File: src/rtl/imem_loader_pkg.sv
// Shared types and stream-format constants for the instruction-memory loader.
package imem_loader_pkg;

  typedef enum logic [2:0] {
    ST_IDLE,
    ST_LEN_LO,
    ST_LEN_HI,
    ST_DATA,
    ST_DONE,
    ST_ERROR
  } state_t;

  localparam int unsigned LEN_BYTES  = 2;
  localparam int unsigned WORD_BYTES = 4;

endpackage

File: src/rtl/imem_loader_byte_packer.sv
// Packs accepted bytes into little-endian 32-bit words; o_word_valid pulses
// for one cycle, the cycle after lane 3 is accepted.
module byte_packer
  import imem_loader_pkg::*;
(
  input  logic                      clk,
  input  logic                      reset,
  input  logic                      i_clear,
  input  logic                      i_byte_en,
  input  logic [7:0]                i_byte,
  output logic                      o_word_valid,
  output logic [8*WORD_BYTES-1:0]   o_word
);

  logic [1:0]                    r_lane;
  logic [23:0]                   r_low;
  logic                          r_valid;
  logic [8*WORD_BYTES-1:0]       r_out;

  always_ff @(posedge clk) begin
    if (reset || i_clear) begin
      r_lane  <= '0;
      r_low   <= '0;
      r_valid <= 1'b0;
      r_out   <= '0;
    end else begin
      r_valid <= 1'b0;
      if (i_byte_en) begin
        r_lane <= r_lane + 2'd1;
        case (r_lane)
          2'd0: r_low[7:0]   <= i_byte;
          2'd1: r_low[15:8]  <= i_byte;
          2'd2: r_low[23:16] <= i_byte;
          default: begin
            // Separate output register keeps the word stable while lane 0 of the next word lands.
            r_out   <= {i_byte, r_low};
            r_valid <= 1'b1;
          end
        endcase
      end
    end
  end

  assign o_word_valid = r_valid;
  assign o_word       = r_out;

endmodule

File: src/rtl/imem_loader.sv
// Boot loader: parses a length-prefixed byte stream, writes packed words to
// sequential instruction-memory addresses and holds the CPU in reset until done.
module imem_loader
  import imem_loader_pkg::*;
#(
  parameter int unsigned                ADDR_WIDTH = 64,
  parameter logic [ADDR_WIDTH-1:0]      BASE_ADDR  = '0,
  parameter int unsigned                MAX_WORDS  = 256
) (
  input  logic                   clk,
  input  logic                   reset,
  input  logic                   start,
  input  logic                   in_valid,
  input  logic [7:0]             in_data,
  output logic                   in_ready,
  output logic                   imem_wr_en,
  output logic [ADDR_WIDTH-1:0]  imem_wr_addr,
  output logic [31:0]            imem_wr_data,
  output logic                   cpu_reset,
  output logic                   load_done,
  output logic                   load_error
);

  localparam logic [16:0] LP_MAX = 17'(MAX_WORDS);

  state_t                r_state, w_next;
  logic [15:0]           r_len;
  logic [15:0]           r_words;
  logic [ADDR_WIDTH-1:0] r_addr;

  logic        w_accept;
  logic        w_clear;
  logic        w_byte_en;
  logic        w_word_valid;
  logic [31:0] w_word;
  logic [15:0] w_len_n;
  logic        w_last;

  assign w_accept  = in_valid && in_ready;
  assign w_byte_en = w_accept && (r_state == ST_DATA);
  assign w_len_n   = {in_data, r_len[7:0]};
  assign w_last    = (r_words + 16'd1) == r_len;

  byte_packer u_packer (
    .clk          (clk),
    .reset        (reset),
    .i_clear      (w_clear),
    .i_byte_en    (w_byte_en),
    .i_byte       (in_data),
    .o_word_valid (w_word_valid),
    .o_word       (w_word)
  );

  always_ff @(posedge clk) begin
    if (reset) begin
      r_state <= ST_IDLE;
      r_len   <= '0;
      r_words <= '0;
      r_addr  <= BASE_ADDR;
    end else begin
      r_state <= w_next;
      if (w_clear) begin
        r_words <= '0;
        r_addr  <= BASE_ADDR;
      end else if (w_word_valid) begin
        r_words <= r_words + 16'd1;
        r_addr  <= r_addr + ADDR_WIDTH'(WORD_BYTES);
      end
      if (w_accept && r_state == ST_LEN_LO) r_len[7:0]  <= in_data;
      if (w_accept && r_state == ST_LEN_HI) r_len[15:8] <= in_data;
    end
  end

  always_comb begin
    w_next     = r_state;
    w_clear    = 1'b0;
    in_ready   = 1'b0;
    cpu_reset  = 1'b1;
    load_done  = 1'b0;
    load_error = 1'b0;
    case (r_state)
      ST_IDLE: begin
        if (start) begin
          w_next  = ST_LEN_LO;
          w_clear = 1'b1;
        end
      end
      ST_LEN_LO: begin
        in_ready = 1'b1;
        if (w_accept) w_next = ST_LEN_HI;
      end
      ST_LEN_HI: begin
        in_ready = 1'b1;
        if (w_accept) begin
          if (w_len_n == 16'd0)              w_next = ST_DONE;
          else if ({1'b0, w_len_n} > LP_MAX) w_next = ST_ERROR;
          else                               w_next = ST_DATA;
        end
      end
      ST_DATA: begin
        in_ready = 1'b1;
        if (w_word_valid && w_last) w_next = ST_DONE;
      end
      ST_DONE: begin
        load_done = 1'b1;
        cpu_reset = 1'b0;
        if (start) begin
          w_next  = ST_LEN_LO;
          w_clear = 1'b1;
        end
      end
      ST_ERROR: begin
        load_error = 1'b1;
        if (start) begin
          w_next  = ST_LEN_LO;
          w_clear = 1'b1;
        end
      end
      default: w_next = ST_IDLE;
    endcase
  end

  assign imem_wr_en   = w_word_valid;
  assign imem_wr_addr = r_addr;
  assign imem_wr_data = w_word;

endmodule
File: config.mk
export PLATFORM = sky130hd
export DESIGN_NAME = imem_loader
export DESIGN_NICKNAME = d
export VERILOG_FILES = /design/src/rtl/imem_loader_pkg.sv /design/src/rtl/imem_loader_byte_packer.sv /design/src/rtl/imem_loader.sv
export SDC_FILE = /design/constraint.sdc
export NUM_CORES = 1
export LEC_CHECK = 0
export CORE_ASPECT_RATIO = 0.75
export CORE_MARGIN = 2
export CORE_UTILIZATION = 40
export CTS_CLUSTER_DIAMETER = 100
export DETAILED_ROUTE_END_ITERATION = 16
export HOLD_SLACK_MARGIN = 0.06
export PLACE_DENSITY_LB_ADDON = 0.25
export SLEW_MARGIN = 20
export SYNTH_ARGS = -nofsm -noshare
export SYNTH_HDL_FRONTEND = slang
export SYNTH_SLANG_ARGS = --single-unit
File: constraint.sdc
create_clock -name clk -period 2.45 [get_ports clk]
set_clock_uncertainty 0.05 [all_clocks]
set_input_delay 0.735 -clock clk [delete_from_list [all_inputs] [get_ports clk]]
set_output_delay 0.735 -clock clk [all_outputs]
set_load 0.005 [all_outputs]
* Yosys cells after proc, flatten, opt, wreduce, memory -nomap -nowiden *
Cells that the tools add are included.

storage, ports and cells
  register bits after elaboration = 158
  bits in latches = 0
  bits in writable memories = 0
  memory bits (read-only) = 0
  input bits = 12
  output and inout port bits = 101
  memories = 0

operators by class
  $add $sub $neg = 3
  multipliers = 0
  div/mod/pow operators = 0
  magnitude comparators = 1
  equality and inequality tests = 12
  shift-type cells = 0
  multiplexer cells = 14
  bitwise gates (word level) = 2
  reductions and logical operators = 19

operators with widths
  operator                                                         number
  adder 64 x 3 -> 64 bit (second input constant)                   1
  two-way mux 3 bit                                                6
  adder 16 x 1 -> 16 bit (second input constant)                   1
  == test 16 bit                                                   1
  greater-than comparator 16 x 9 -> 1 bit (second input constant)  1
  zero test 16 bit                                                 1
  one-hot mux 3 bit (4 select lines)                               1
  OR reduction 3 bit                                               3
  AND reduction 2 bit                                              4
  two-way mux 1 bit                                                7
  == test 3 x 2 -> 1 bit (second input constant)                   2
  == test 3 bit (second input constant)                            2
  logical AND 1 bit                                                5
  != test 2 x 1 -> 1 bit (second input constant)                   2
  != test 2 bit (second input constant)                            2
  AND reduction 4 bit                                              1
  OR reduction 2 bit                                               2
  == test 3 x 1 -> 1 bit (second input constant)                   1
  zero test 3 bit                                                  1
  adder 2 x 1 -> 2 bit (second input constant)                     1
  == test 2 x 1 -> 1 bit (second input constant)                   1
  == test 2 bit (second input constant)                            1
  zero test 2 bit                                                  1
  inverter 1 bit                                                   2
  logical OR 1 bit                                                 1

* Depth between registers and ports, before layout *
Gate-level depths: netlist of the first run.

  word-level depth = 7
  mapped depth = 9
  gate-level depth less buffers = 7

* Hierarchy *
A second synthesis of the first run with hierarchy kept.

unflattened totals
  cells, all modules = 842
  area, all modules = 7452.1 µm²

by module, submodules not included
  module       times used  cells an instance  area an instance (µm²)
  imem_loader  1           569                4822.1
  byte_packer  1           273                2630.0

* Worst setup path before layout of the first run *
Ideal clock, no wire load.

  path type = reg-to-reg
  from = register r_words[0]
  to = register r_state[1]
  setup time = 0.139 ns
  arrival = 2.263 ns
  path slack = -0.003 ns
  cell stages (with the launch flop) = 8
  clock period less this slack = 2.453 ns
  path through = dfxtp_1 > ha_1 > nand3_1 > or4b_1 > a31o_2 > a2111o_1 > nor4_2 > a2111oi_0

between the ends
  word-level cells in the longest chain between the ends = 5

ends and longest elaborated chain
  item                                     line                source
  start: declaration                       imem_loader.sv:28   logic [15:0] r_words;
  start signal: assignment                 imem_loader.sv:66   r_words <= r_words + 16'd1;
  adder 16 x 1 -> 16 bit                   imem_loader.sv:42   assign w_last = (r_words + 16'd1) == r_len;
  == test 16 bit                           imem_loader.sv:42
  logical AND 1 bit                        imem_loader.sv:102  if (w_word_valid && w_last) w_next = ST_DONE;
  != test 2 x 1 -> 1 bit (no source line)  n/a
  AND reduction 4 bit (no source line)     n/a
  end signal: assignment                   imem_loader.sv:61   r_state <= w_next;
  end: declaration                         imem_loader.sv:26   state_t r_state, w_next;

No other way between the ends.
A chain may end at the register's enable or synchronous reset.

* Worst setup path in the final report of the first run *
  from = input in_data[4]
  to = register r_state[1]

between the ends
  word-level cells in the longest chain between the ends = 5
  elaborated cells on any way between the ends = 6
  those cells by class = order compare (1); mux (4); reduce/logical (1)

ends and longest elaborated chain
  item                                     line               source
  start: declaration                       imem_loader.sv:14  input logic [7:0] in_data,
  greater-than comparator 16 x 9 -> 1 bit  imem_loader.sv:96  else if ({1'b0, w_len_n} > LP_MAX) w_next = ST_ERROR;
  two-way mux 3 bit                        imem_loader.sv:96
  two-way mux 3 bit *                      imem_loader.sv:95  if (w_len_n == 16'd0) w_next = ST_DONE;
  two-way mux 3 bit *                      imem_loader.sv:94  if (w_accept) begin
  one-hot mux 3 bit (4 select lines) *     imem_loader.sv:81  case (r_state)

Every way passes the cells marked *; elsewhere a longest branch is shown, timed or not. The select of a mux whose other input is x is not followed.

==> results of run 1 <==
-- flip-flops by register name, indices dropped and copies added (netlist names) --
register               flops
u_packer.r_low            24
u_packer.o_word           32
r_len                     16
r_state                    3
r_words                   16
imem_wr_addr              62
u_packer.o_word_valid      1
u_packer.r_lane            2
-- logic make-up after synthesis --
kind of cell,after synthesis,synth area share (%)
flops,156,44.4
buf+inv,76,4.24
fa+ha+maj,6,1.07
simple gates,413,29.0
mux,6,0.855
xor+xnor,70,8.72
other cells,1,0.0534
compound gates,148,11.6
-- worst max-delay path, cell delays in order --
cell	delay, ns
clkdlybuf4s50_1	0.43
or4_4	0.57
nor4_1	0.17
nand3_1	0.12
a21boi_1	0.20
o21ai_0	0.13
a2111oi_2	0.31
-- worst max path at each step --
stage | endpoint | cells past startpoint | slack, ns
after floorplan | r_state[1] | 7 | 0.005
after global placement | r_state[1] | 7 | -0.45
after detailed placement | r_state[1] | 7 | -0.57
after CTS | r_state[1] | 10 | 0.01
after global routing | r_state[2] | 8 | -0.02
final | r_state[1] | 7 | 0.05
-- area by class of cell --
type / count / area share (%)
inverters: 15 / 0.596
flip-flops and latches: 156 / 33.1
clock buffers: 21 / 4.98
repair buffers: 182 / 17.9
clock inverters: 11 / 1.09
well taps: 236 / 3.13
multi-input cells: 646 / 39.2
-- cells in the mapped netlist, types with 3 or more instances --
master	number	area (um^2)
or3_1	27	169
and2_1	5	31.3
dfxtp_1	156	3120
nor2b_1	6	37.5
inv_1	15	56.3
and3_1	11	68.8
a21oi_1	97	485
nor2_1	74	278
ha_1	6	75.1
a211oi_1	3	22.5
mux2i_1	6	60.1
xnor2_1	27	236
nand2_1	151	567
nor4_1	7	43.8
buf_2	3	15.0
buf_1	3	11.3
nand3_1	60	300
xor2_1	43	377
nand4_1	27	169
or4_1	5	37.5
o21ai_0	25	125
nor3_1	9	45.0
clkbuf_1	52	195
a31oi_1	3	18.8
and4_1	11	96.3
-- per-layer routing --
layer | wire length [um] | part of all wire [%] | GRT usage [%]
met1 | 9330 | 51 | 28.6
met4 | 250 | 1.4 | 5.80
met2 | 7870 | 43 | 28.5
met3 | 795 | 4.4 | 4.62
met5 | 0 | 0 | 0
-- power by group --
part	total, mW	switching [mW]	internal (mW)
Sequential	2.57	0.0151	2.55
Combinational	0.297	0.183	0.114
Clock	2.55	1.13	1.41
Total	5.41	1.33	4.08
-- stage by stage --
step | utilization [%] | std cells | power, mW | TNS [ns]
global route | 55.5 | 1267 | 5.60 | -0.0327
global placement | 51.5 | 1234 | 2.91 | -0.968
CTS | 55.0 | 1266 | 5.46 | 0
floorplan | - | 877 | 2.79 | 0
finish | 55.5 | 1267 | 5.41 | 0
detailed placement | 51.5 | 1234 | 2.92 | -1.32
-- timing repair --
action / 4_1_cts / 5_1_grt
pin swaps: 0 / 2
endpoints found under the setup margin: 9 / 18
gates resized for setup: 8 / 17
endpoints found under the hold margin: 0 / 0
cloned: 0 / 1
==> flow_metrics.tcl, run 1 <==
set metrics [dict create \
    status "finished, final reports clean" \
    syn_area_um2 7030 \
    hold_ws_ns 0.402 \
    rsz0062_at_grt "true" \
    grtUsageTotal_pct 19.6 \
    crit_start "in_data[4]" \
    synth_cell_types 58 \
    yosys_warnings 0 \
    setup_slack_ns 0.0489 \
    grt_antenna_before_repair 0 \
    cts_setup_buffers 0 \
    coreArea_um2 17000 \
    syn_area_per_cell_um2 8.02 \
    cts_tree "yes" \
    setup_violations 0 \
    synth-seq-area-share_pct 44.4 \
    syn_inst 876 \
    fmax_mhz 416 \
    seq_area_um2 3130 \
    leakage_nw 3.24 \
    vias 6490 \
    rrSetupSlack_ns 0.07 \
    period_needed_ns 2.40 \
    initial_core_util_pct 41.3 \
    area_delta_synth_final_pct 34.4 \
    dpl.hpwl_um 12400 \
    drt-total-wl_um 18300 \
    die-height_um 119 \
    fp.dieW_um 157 \
    ant_nets 0 \
    io_buffers 110 \
    reg2reg_depth 8 \
    cts_max_level 4 \
    cp.required_ns 2.72 \
    regToRegStartpoint "r_words[0]" \
    rows 41 \
    cts-root-buf "clkbuf_16" \
    placed_area_um2 8770 \
    vdd_drop_max_mv 0.368 \
    drc_errors 0 \
    hold_depth 2 \
    gp_congestion 0.810 \
    crit_type "in2reg" \
    clk_transition_reported_paths_ns 0.06 \
    cts_buffers 17 \
    powerDensity_nw_per_um2 573 \
    async_flop_share_pct 0 \
    synth-seq-cells 156 \
    grt_pass1_vias 5787 \
    start_kind "input port" \
    synth_edf_count 0 \
    hp-start "u_packer.r_low[13]" \
    grt_max_degree 69 \
    drive_gt1_share_pct 12.8 \
    cts_hold_buf 0 \
    fp.dieArea_um2 18700 \
    hold_viol 0 \
    multi_input_area_um2 3700 \
    critPathArrivalTime_ns 2.67 \
    cts_sinks 156 \
    design_area_um2 9440 \
    grt_pass1_wl_um 29400 \
    vias_per_cell 5.12 \
    grt_overflow 0 \
    hold_path_class "reg2reg" \
    pre_cts_slack_ns -0.570 \
    hold_end "u_packer.o_word[13]" \
    drt-pass1-iter-count 5 \
    fin_crit_sh_pct 98.0 \
    cp_max_fo 2 \
    maxCapViolations 0 \
    dr.first_iter.drc_count 390 \
    clock_latency_ns 0.43 \
    r2r-end "r_state[2]" \
    cp-end-kind "flip-flop" \
    slew_violations 0 \
    final_nets 1036 \
    antennaDiodeCount 0 \
    clockBufferDepth 2 \
    wl_per_cell_um 14.4 \
    fillers 1582 \
    synth_flop_cell "dfxtp_1" \
    final_cell_mix "nand2_1 (151), dfxtp_1 (151), clkdlybuf4s50_1 (109)" \
    boundaryPins 113 \
]
Note: power is estimated with default switching activity, not from simulation.
==> run 2: changes to the inputs <==
- ABC_AREA: not set -> 1
- clock period: 2.45 -> 2.1 ns (I/O delays scaled with it)
==> flow_metrics.tcl, run 2 <==
set metrics [dict create \
    area_delta_synth_final_pct 38.7 \
    syn_inst 1068 \
    clk_transition_reported_paths_ns 0.07 \
    cts_buffers 17 \
    final_nets 1274 \
    clockBufferDepth 2 \
    synth_cell_types 49 \
    synthTopCellsByCount "nor2_1 (204), dfxtp_1 (156), nand2_1 (154)" \
    synth_top_area_cell "dfxtp_1" \
    leakage_nw 4.08 \
    fp.dieArea_um2 20200 \
    synth_edf_count 0 \
    cts_hold_buf 0 \
    largest_register_ffs 62 \
    fin_crit_sh_pct 99.0 \
    synth-seq-area-share_pct 40.9 \
    layout.cells.most_common "nor2_1" \
    powerDensity_nw_per_um2 726 \
    syn_area_um2 7630 \
    vdd_drop_max_mv 0.460 \
    grt_pass1_vias 6581 \
    vias 7730 \
    yosys.cell_count.top_type "nor2_1" \
    boundaryPins 113 \
    tightest_slew_ns 0.555 \
    cp.required_ns 2.38 \
    drt-total-wl_um 22500 \
    final_cell_mix "nor2_1 (197), nand2_1 (145), inv_1 (105)" \
    synth_top_area_share_pct 40.9 \
    placed_area_um2 9530 \
    grt_overflow 0 \
    rows 43 \
    period_needed_ns 2.08 \
    design_area_um2 10600 \
    vias_per_cell 5.10 \
    hold_path_class "reg2reg" \
    async_flop_share_pct 0 \
    maxCapViolations 0 \
    grtUsageTotal_pct 22.1 \
    fmax_mhz 481 \
    cp-end-kind "flip-flop" \
    fillers 1747 \
    hold_ws_ns 0.402 \
    critPathArrivalTime_ns 2.36 \
    synthTopCellsByArea "dfxtp_1 (41%), nor2_1 (10%), nand2_1 (7.6%)" \
    synth-xor-area-share_pct 3.13 \
    crit_type "reg2reg" \
    coreArea_um2 18600 \
    cts-root-buf "clkbuf_16" \
    hold_viol 0 \
    drive_gt1_share_pct 20.0 \
    status "finished, final reports clean" \
    die-height_um 124 \
    synth_compound_area_share_pct 14.4 \
    seq_area_um2 3190 \
    cts_max_level 4 \
    cts_sinks 156 \
    grt_antenna_before_repair 0 \
    synthSimpleGateAreaFrac_pct 32.7 \
    setup_violations 0 \
    synth_flop_cell "dfxtp_1" \
    rsz0062_at_grt "true" \
    syn_area_per_cell_um2 7.14 \
    synth.area.mux_share_pct 0 \
    cp_max_fo 6 \
    fp.dieW_um 163 \
    rrSetupSlack_ns 0.02 \
    slew_violations 0 \
    start_kind "flip-flop" \
    synthAdderAreaFrac_pct 0.984 \
    wl_per_cell_um 14.8 \
    initial_core_util_pct 41.0 \
    yosys_warnings 0 \
    multi_input_area_um2 4090 \
    clock_latency_ns 0.43 \
    gp_congestion 0.932 \
    ant_nets 0 \
    drt-pass1-iter-count 5 \
    cts_tree "yes" \
    dr.first_iter.drc_count 733 \
    drc_errors 0 \
    io_buffers 110 \
    synth_top_family_by_area "simple AND/OR/NAND/NOR gates" \
    antennaDiodeCount 0 \
    grt_pass1_wl_um 34900 \
    dpl.hpwl_um 16500 \
    synth-seq-cells 156 \
    grt_max_degree 71 \
    relSlewSlack_pct 62.7 \
]
[run 2: kinds of logic (layout without fill, tap and decap cells)]
family / after synthesis / in the layout
XOR/XNOR: 24 / 24
AND/OR/NAND/NOR: 527 / 527
adder cells (fa/ha/maj): 6 / 6
flip-flops: 156 / 156
buffers and inverters: 151 / 351
AO/OA/AOI/OAI: 203 / 203
other: 1 / 2
[run 2: cell type report]
type	instances	area share, %
Sequential cell	156	30.2
Multi-Input combinational cell	762	38.7
Clock buffer	17	4.02
Inverter	121	4.29
Timing Repair Buffer	198	17.9
Clock inverter	15	2.04
Tap cell	247	2.92
[run 2: timing repair]
item                                    4_1_cts  5_1_grt
gates resized for setup                      31       79
buffers inserted                              5       12
endpoints found under the setup margin       23       46
pin swaps                                     1       25
[run 2: per-layer routing]
layer,global-route usage [%],wire [um],vias to the layer above
met2,30.7,9230,228
li1,-,-,3920
met4,5.32,238,0
met1,34.4,11200,3558
met5,0,0,-
met3,4.80,1760,24
[run 2: power breakdown]
part / total (mW) / switching (mW) / internal [mW]
Clock: 3.38 / 1.44 / 1.94
Combinational: 1.19 / 0.732 / 0.457
Sequential: 3.12 / 0.0631 / 3.06
[run 2: worst max-delay path, stage by stage (launching register included)]
cell and delay, ns:
dfxtp_2 0.36, ha_4 0.17, nand2_4 0.05, nor2_4 0.14
buf_12 0.13, nand3_4 0.07, nand3_2 0.07, nand2_1 0.05
nor2_1 0.11, nand3_1 0.12, nor2_1 0.13, nand3_1 0.17
nand2_2 0.13, nand2_2 0.06, o21ai_1 0.12, inv_1 0.04
[run 2: path summary, 6_finish.rpt]
check                    from               end  depth (start not counted)
min reg2reg  imem_wr_addr[23]  imem_wr_addr[23]                          1
min          imem_wr_addr[23]  imem_wr_addr[23]                          1
max reg2reg        r_words[0]        r_state[1]                         15
max                r_words[0]        r_state[1]                         15
[run 2: metrics by stage]
| step | util [%] | setup WS [ns] | total power, mW | instances | TNS (ns) |
|---|---|---|---|---|---|
| after floorplan | - | 0.256 | 3.90 | 1069 | 0 |
| after global placement | 51.2 | -0.137 | 4.30 | 1467 | -0.481 |
| after detailed placement | 51.2 | -0.142 | 4.31 | 1467 | -0.622 |
| after CTS | 55.0 | 0.00000133 | 7.72 | 1504 | 0 |
| after global routing | 56.9 | -0.0944 | 8.02 | 1516 | -0.209 |
| final | 56.9 | 0.0215 | 7.69 | 1516 | 0 |
